<file path="src/rtl/op_sched_pkg.sv">
// Shared types and constants for the op_scheduler slice: FSM states,
// datapath op encodings, requester ids and a saturating counter helper.
package op_sched_pkg;

  typedef enum logic [1:0] {
    ST_IDLE    = 2'd0,
    ST_ISSUE   = 2'd1,
    ST_CAPTURE = 2'd2,
    ST_RESP    = 2'd3
  } state_t;

  localparam logic [1:0] OP_0 = 2'b00;
  localparam logic [1:0] OP_1 = 2'b01;
  localparam logic [1:0] OP_2 = 2'b10;
  localparam logic [1:0] OP_3 = 2'b11;

  localparam logic ID_A = 1'b0;
  localparam logic ID_B = 1'b1;

  function automatic logic [15:0] sat_inc16(input logic [15:0] value);
    logic [15:0] result;
    if (value == 16'hFFFF) begin
      result = value;
    end else begin
      result = value + 16'd1;
    end
    return result;
  endfunction

endpackage

</file>
<file path="src/rtl/op_scheduler_rr_arb2.sv">
// Two-way round-robin arbiter; on a tie the requester not granted last wins.
// The last-grant pointer resets to requester B so that A wins the first tie.
module rr_arb2
  import op_sched_pkg::*;
(
  input  logic       clk,
  input  logic       rst,
  input  logic [1:0] req,
  input  logic       advance,
  output logic [1:0] grant
);

  logic last_r;

  // Grant selection: a lone request wins outright, a tie goes to the other side.
  always_comb begin
    grant = 2'b00;
    if (req == 2'b11) begin
      grant = (last_r == ID_B) ? 2'b01 : 2'b10;
    end else begin
      grant = req;
    end
  end

  // Last-grant pointer, moved only when a grant is actually taken.
  always_ff @(posedge clk or posedge rst) begin
    if (rst) begin
      last_r <= ID_B;
    end else if (advance) begin
      last_r <= grant[1];
    end
  end

endmodule

</file>
<file path="src/rtl/op_scheduler.sv">
// Two-requester scheduler for one shared external datapath; one operation in flight.
// Optional build macro OP_SCHEDULER_PERF_EN adds saturating performance counters.
module op_scheduler
  import op_sched_pkg::*;
#(
  parameter int DW   = 16,
  parameter int HOLD = 1
) (
  input  logic            clk,
  input  logic            rst,
  input  logic [1:0]      req_valid,
  output logic [1:0]      req_ready,
  input  logic [DW-1:0]   req_in1_a,
  input  logic [DW-1:0]   req_in2_a,
  input  logic [DW-1:0]   req_in3_a,
  input  logic [DW-1:0]   req_in1_b,
  input  logic [DW-1:0]   req_in2_b,
  input  logic [DW-1:0]   req_in3_b,
  input  logic [1:0]      req_op_a,
  input  logic [1:0]      req_op_b,
  output logic [DW-1:0]   dp_in1,
  output logic [DW-1:0]   dp_in2,
  output logic [DW-1:0]   dp_in3,
  output logic [1:0]      dp_in4,
  input  logic [2*DW-1:0] dp_out1,
  output logic            rsp_valid,
  input  logic            rsp_ready,
  output logic [2*DW-1:0] rsp_data,
  output logic            rsp_id
`ifdef OP_SCHEDULER_PERF_EN
  ,
  output logic [15:0]     perf_ops_a,
  output logic [15:0]     perf_ops_b,
  output logic [15:0]     perf_stall
`endif
);

  localparam logic [2:0] HOLD_LOAD = 3'(HOLD - 1);

  state_t     state_r;
  state_t     state_nxt_s;
  logic [1:0] grant_s;
  logic       xfer_s;
  logic       sel_b_s;
  logic       id_r;
  logic [2:0] hold_cnt_r;

  rr_arb2 u_arb (
    .clk     (clk),
    .rst     (rst),
    .req     (req_valid),
    .advance (xfer_s),
    .grant   (grant_s)
  );

  // Ready is combinational so a request can transfer on the first edge out of reset.
  always_comb begin
    req_ready = 2'b00;
    if (!rst && (state_r == ST_IDLE)) begin
      req_ready = grant_s;
    end else begin
      req_ready = 2'b00;
    end
  end

  assign xfer_s  = |(req_valid & req_ready);
  assign sel_b_s = req_ready[1];

  // Next-state logic.
  always_comb begin
    state_nxt_s = state_r;
    case (state_r)
      ST_IDLE: begin
        if (xfer_s) state_nxt_s = ST_ISSUE;
        else        state_nxt_s = ST_IDLE;
      end
      ST_ISSUE: begin
        if (hold_cnt_r == 3'd0) state_nxt_s = ST_CAPTURE;
        else                    state_nxt_s = ST_ISSUE;
      end
      ST_CAPTURE: state_nxt_s = ST_RESP;
      ST_RESP: begin
        if (rsp_ready) state_nxt_s = ST_IDLE;
        else           state_nxt_s = ST_RESP;
      end
      default: state_nxt_s = ST_IDLE;
    endcase
  end

  // State register.
  always_ff @(posedge clk or posedge rst) begin
    if (rst) state_r <= ST_IDLE;
    else     state_r <= state_nxt_s;
  end

  // Operand, op and owner registers; dp_in* hold everywhere except on a transfer.
  always_ff @(posedge clk or posedge rst) begin
    if (rst) begin
      dp_in1 <= '0;
      dp_in2 <= '0;
      dp_in3 <= '0;
      dp_in4 <= OP_0;
      id_r   <= ID_A;
    end else if (xfer_s) begin
      dp_in1 <= sel_b_s ? req_in1_b : req_in1_a;
      dp_in2 <= sel_b_s ? req_in2_b : req_in2_a;
      dp_in3 <= sel_b_s ? req_in3_b : req_in3_a;
      dp_in4 <= sel_b_s ? req_op_b  : req_op_a;
      id_r   <= sel_b_s;
    end
  end

  // Settle down-counter: loaded on transfer, expires after HOLD ISSUE cycles.
  always_ff @(posedge clk or posedge rst) begin
    if (rst) begin
      hold_cnt_r <= 3'd0;
    end else if (xfer_s) begin
      hold_cnt_r <= HOLD_LOAD;
    end else if ((state_r == ST_ISSUE) && (hold_cnt_r != 3'd0)) begin
      hold_cnt_r <= hold_cnt_r - 3'd1;
    end
  end

  // Response registers: captured in CAPTURE, held through RESP until the consumer takes them.
  always_ff @(posedge clk or posedge rst) begin
    if (rst) begin
      rsp_valid <= 1'b0;
      rsp_data  <= '0;
      rsp_id    <= ID_A;
    end else if (state_r == ST_CAPTURE) begin
      rsp_valid <= 1'b1;
      rsp_data  <= dp_out1;
      rsp_id    <= id_r;
    end else if (rsp_valid && rsp_ready) begin
      rsp_valid <= 1'b0;
    end
  end

`ifdef OP_SCHEDULER_PERF_EN
  // Saturating counts of completed responses per requester and of stalled RESP cycles.
  always_ff @(posedge clk or posedge rst) begin
    if (rst) begin
      perf_ops_a <= 16'd0;
      perf_ops_b <= 16'd0;
      perf_stall <= 16'd0;
    end else begin
      if (rsp_valid && rsp_ready) begin
        if (rsp_id == ID_B) perf_ops_b <= sat_inc16(perf_ops_b);
        else                perf_ops_a <= sat_inc16(perf_ops_a);
      end
      if (rsp_valid && !rsp_ready) begin
        perf_stall <= sat_inc16(perf_stall);
      end
    end
  end
`endif

endmodule

</file>
<file path="config.mk">
export PLATFORM = sky130hd
export DESIGN_NAME = op_scheduler
export DESIGN_NICKNAME = d
export VERILOG_FILES = /design/src/rtl/op_sched_pkg.sv /design/src/rtl/op_scheduler_rr_arb2.sv /design/src/rtl/op_scheduler.sv
export SDC_FILE = /design/constraint.sdc
export NUM_CORES = 1
export LEC_CHECK = 0
export CAP_MARGIN = 5
export CORE_MARGIN = 2
export CORE_UTILIZATION = 43
export CTS_BUF_LIST = sky130_fd_sc_hd__clkbuf_4 sky130_fd_sc_hd__clkbuf_8
export CTS_CLUSTER_DIAMETER = 100
export DETAILED_ROUTE_END_ITERATION = 7
export PLACE_DENSITY = 0.95
export SYNTH_ARGS = -nofsm -noshare
export SYNTH_HDL_FRONTEND = slang
export SYNTH_HIERARCHICAL = 1
export SYNTH_SLANG_ARGS = --single-unit
export TNS_END_PERCENT = 20
</file>
<file path="constraint.sdc">
create_clock -name clk -period 6.3 [get_ports clk]
set_clock_uncertainty 0.2 [all_clocks]
set_input_delay 0.63 -clock clk [delete_from_list [all_inputs] [get_ports clk]]
set_output_delay 0.63 -clock clk [all_outputs]
set_load 0.03 [all_outputs]
</file>
Yosys cells after proc, flatten, opt, wreduce, memory -nomap -nowiden. Index checks and enable logic that the tools add are counted.

Register bits: 91. Input bits: 137.

Reduce and logical (&&, ||, !) cells: 10. Equality and inequality tests: 4. Add/subtract/negate cells: 1. Bitwise operators: 1. Muxes and demuxes: 15.

Operators with widths (count): $mux 16 (3); $mux 2 (6); $pmux 2 s4 (1); $eq 2x2->1 const B (3); $mux 3 (2); $reduce_bool 2->1 (2); $logic_and 1x1->1 (3); $logic_not 3->1 (1); $mux 1 (3); $reduce_bool 3->1 (1); $sub 3x1->3 const B (1); $and 2x2->2 (1); $eq 2x1->1 const B (1); $logic_not 2->1 (1); $reduce_or 2->1 (1); $logic_not 1->1 (1).

Logic depth before layout (Yosys ltp).
Depth in word-level cells: 7. Depth in mapped cells: 7.

Cells and area by module. Netlist, hierarchy kept.

By module, submodules not included: op_scheduler (cells an instance 289, times used 1, area each 4002.6 um^2, sequential area each 2252.2 um^2); rr_arb2 (cells an instance 6, times used 1, area each 67.6 um^2, sequential area each 26.3 um^2).

Least setup slack after synthesis. Ideal clock, no wire load.

Path type: input to output. Start point: input port req_valid[1]. End point: output port req_ready[1]. Data required time: 5.470 ns. Cell stages on the path: 5. Slack: 3.593 ns. Path buffers: 2. Data arrival time: 1.877 ns. Cells stage by stage: a21boi_2 -> nand2b_1 -> clkbuf_1 -> clkbuf_1 -> nor3_1.

Longest elaborated chain between the ends: 3.

Ends and longest elaborated chain: start, declared (line op_scheduler.sv:11) `input logic [1:0] req_valid,`; $eq 2x2->1 (line op_scheduler_rr_arb2.sv:18) `if (req == 2'b11) begin`; $mux 2 (*) (line op_scheduler_rr_arb2.sv:18); $mux 2 (*) (line op_scheduler.sv:59) `if (!rst && (state_r == ST_IDLE)) begin`; end, declared (line op_scheduler.sv:12) `output logic [1:0] req_ready,`.

Every way passes the cells marked *; elsewhere a longest branch is shown, timed or not.

Final worst setup path.
Start point: input port req_valid[1]. End point: output port req_ready[1].

Longest elaborated chain between the ends: 3.

Ends and longest elaborated chain: $eq 2x2->1 (line op_scheduler_rr_arb2.sv:18); $mux 2 (*) (line op_scheduler_rr_arb2.sv:18); via grant_s[1] (line op_scheduler.sv:42) `logic [1:0] grant_s;`; $mux 2 (*) (line op_scheduler.sv:59).

Mark *: on every way through the listed nets, which the timed path passes. The rest lies on a longest branch.

==> reports/qor.txt <==
Outcome - finished clean
Core Region - 0.00920 mm2
Syn_area_per_cell - 13.8 um2
Min Clock Period, post-route - 3.94 ns
Hold_sp - rsp_valid
Grt met3 use - 5.24%
Ys Warns - 6
Gr usage total - 22.9%
CTS Buf Count - 9
Hold Fails Final Rpt - 0
Cell count after synthesis - 295
Clk_lat worst skew - 0.35 ns
Post-route DRC violation count - 0
CP Class - primary input to primary output
Pre-antenna DRT Iters - 5
Area Overhead vs Synth - 61.0%
DP HPWL - 8.79 mm
CTS tree - built
Most common library cell in the layout ignoring fill and taps - clkdlybuf4s50_1
Post-layout nets - 638
Pleak - 2.49 nW
RSZ-0062 raised after global routing - no
Via count - 3466
Die height - 101 um
Avg Vias per Cell - 5.64
Port Buffer Count - 222
Root Driver - clkbuf_8
Reg clk slew, reported paths - 0.09 ns
Final core occ - 71.2%
Setup-failing EPs final - 0
Clock share of power - 13.6%
Sw Ratio - 40.2%
H-tree lvl count - 3
Hold Buf Count CTS - 0
Flops & latches, synth - 91
Layout cells sized above 1 - 8.73%
Grt met2 use - 40.2%
Clock Tree Buf Depth - 2
Routed wire length - 12.0 mm
Placer congestion estimate - 0.768
Fmax - 254 MHz
M1 GR Usage - 26.5%
Total grt overflow - 0
Sequential share of power - 32.8%
Setup Buffers After CTS - 0
Initial DRC Count - 105
Maximum vdd drop - 0.224 mV
Die X - 101 um
Tightest Pin Transition - 1.27 ns
CP max FO - 51
WP data required - 5.47 ns
Site Rows - 35
IO Pins - 223
Cell repeated most along the worst path - clkdlybuf4s50_1
CTS-repair resized insts - 0
Initial core utilization - 44.3%
Global-route wire length before repair - 18.1 mm
Final Max Tran Viols - 0
Yosys top cell by area - dfrtp_1
CP startpoint - req_valid[1]
Initial antenna violation count - 0
Logic pwr share - 53.6%
Startpoint Class - primary input
Internal - 1.96 mW
Synth area leaders - dfrtp_1 55%, o221a_1 14%, nand4b_1 11%, mux2_1 5.5%, mux2_2 3.6%
Buf/Inv on CP - 2
Crit path largest cell delay - 0.74 ns
Syn nets - 434
Setup crit end kind - primary output
Rel. slew slack - 15.3%
Die Footprint - 0.0103 mm2
CTS sink count - 91
Critical path arrival - 3.11 ns
Largest net degree at the start of global routing - 61
Gr busiest metal - met2
P per Cell Area - 500 mW/mm2
Vias in the first global route - 3625
Top delay family on crit path - buffers and inverters
Synth top area share - 55.3%
Routed Antenna Nets - 0
Antenna Cells - 0
Reg2Reg Launch Point - state_r[1]
Pwr Total - 3.28 mW
Synth cell types - 32
Mapped Area - 0.00407 mm2
Routed len/inst - 19.5 um
Slowest cell on the critical path - clkdlybuf4s50_1
Switching power total - 1.32 mW
Crit share post-route - 62.6%
MaxCap Viol Count - 0
Most frequent cells in the layout - 222 x clkdlybuf4s50_1, 90 x dfrtp_1, 50 x nand4b_1, 50 x o221a_1, 20 x mux2_1
Final setup TNS - 0 ns
Sequential area share after synthesis - 56.0%
Crit-path cells - clkdlybuf4s50_1 > a21boi_2 > nand2b_2 > nor3_1 > clkdlybuf4s50_1
Min-Delay Path Class - flip-flop to flip-flop
-- registers in the layout, indices dropped and copies added (netlist names) --
signal	flops
rsp_data	32
dp_in1	16
dp_in2	16
dp_in3	16
hold_cnt_r	3
dp_in4	2
state_r	2
id_r	1
rsp_id	1
rsp_valid	1
u_arb/last_r	1
-- cells by family after synthesis --
group / count (synthesis) / synth area share [%]
DFF: 91 / 56.0
and+or+nand+nor: 65 / 13.2
AOI/OAI and AO/OA: 61 / 15.9
buffers and inverters: 41 / 4.67
muxes: 34 / 9.50
adders and majority gates: 2 / 0.615
xor gates and xnor gates: 1 / 0.215
-- layout make-up --
cell class,instances,area [um2]
Tap cell,111,139
Clock buffer,10,138
Fill cell,616,2650
Multi-Input combinational cell,163,1620
Sequential cell,91,2280
Clock inverter,6,93.8
Timing Repair Buffer,227,2260
Inverter,7,27.5
-- per-layer routing --
layer / vias to the layer above / share of wire, %
met4: 0 / 2.8
met3: 28 / 7.0
met5: - / 0
met2: 178 / 51
li1: 1580 / -
met1: 1680 / 39
-- power by group through the flow --
stage | combinational (mW) | clock [mW] | sequential (mW)
after CTS | 1.77 | 0.457 | 1.07
after floorplan | 0.473 | 0 | 1.59
after global placement | 1.72 | 0 | 1.07
after global routing | 1.84 | 0.486 | 1.11
final | 1.75 | 0.446 | 1.08
after detailed placement | 1.77 | 0 | 1.08
-- final timing paths --
| path | endpoint | slack (ns) | depth (start not counted) |
|---|---|---|---|
| max | req_ready[1] | 2.36 | 5 |
| min | rsp_valid | 0.29 | 1 |
| max reg2reg | dp_in3[11] | 2.90 | 4 |
| min reg2reg | rsp_valid | 0.29 | 1 |
| max in group asynchronous | rsp_data[16] | 4.23 | 3 |
| min in group asynchronous | u_arb/last_r | 0.52 | 2 |
-- metrics by stage --
step                area [um2]  hold slack (ns)  setup slack, ns  cells
CTS                       6550            0.289             2.39    615
global route              6550            0.307             2.24    615
global placement          6320            0.258             2.43    599
detailed placement        6320            0.266             2.36    599
finish                    6550            0.286             2.36    615
floorplan                 4070            0.242             3.13    295
-- cell usage after synthesis (all sizes together) --
cell,instances
clkbuf,17
o221a,50
a21bo,1
buf,17
nor3b,1
nor3,2
a21boi,2
and2,2
nand3,1
dfrtp,90
dfstp,1
inv,7
nand2,1
a21o,1
nand4b,50
o21ai,1
mux2,34
a31oi,1
nor2,3
nor2b,3
a211oi,2
xnor2,1
o211ai,1
a22oi,1
ha,2
a21oi,1
nand2b,2
(Power assumes the default switching activity.)
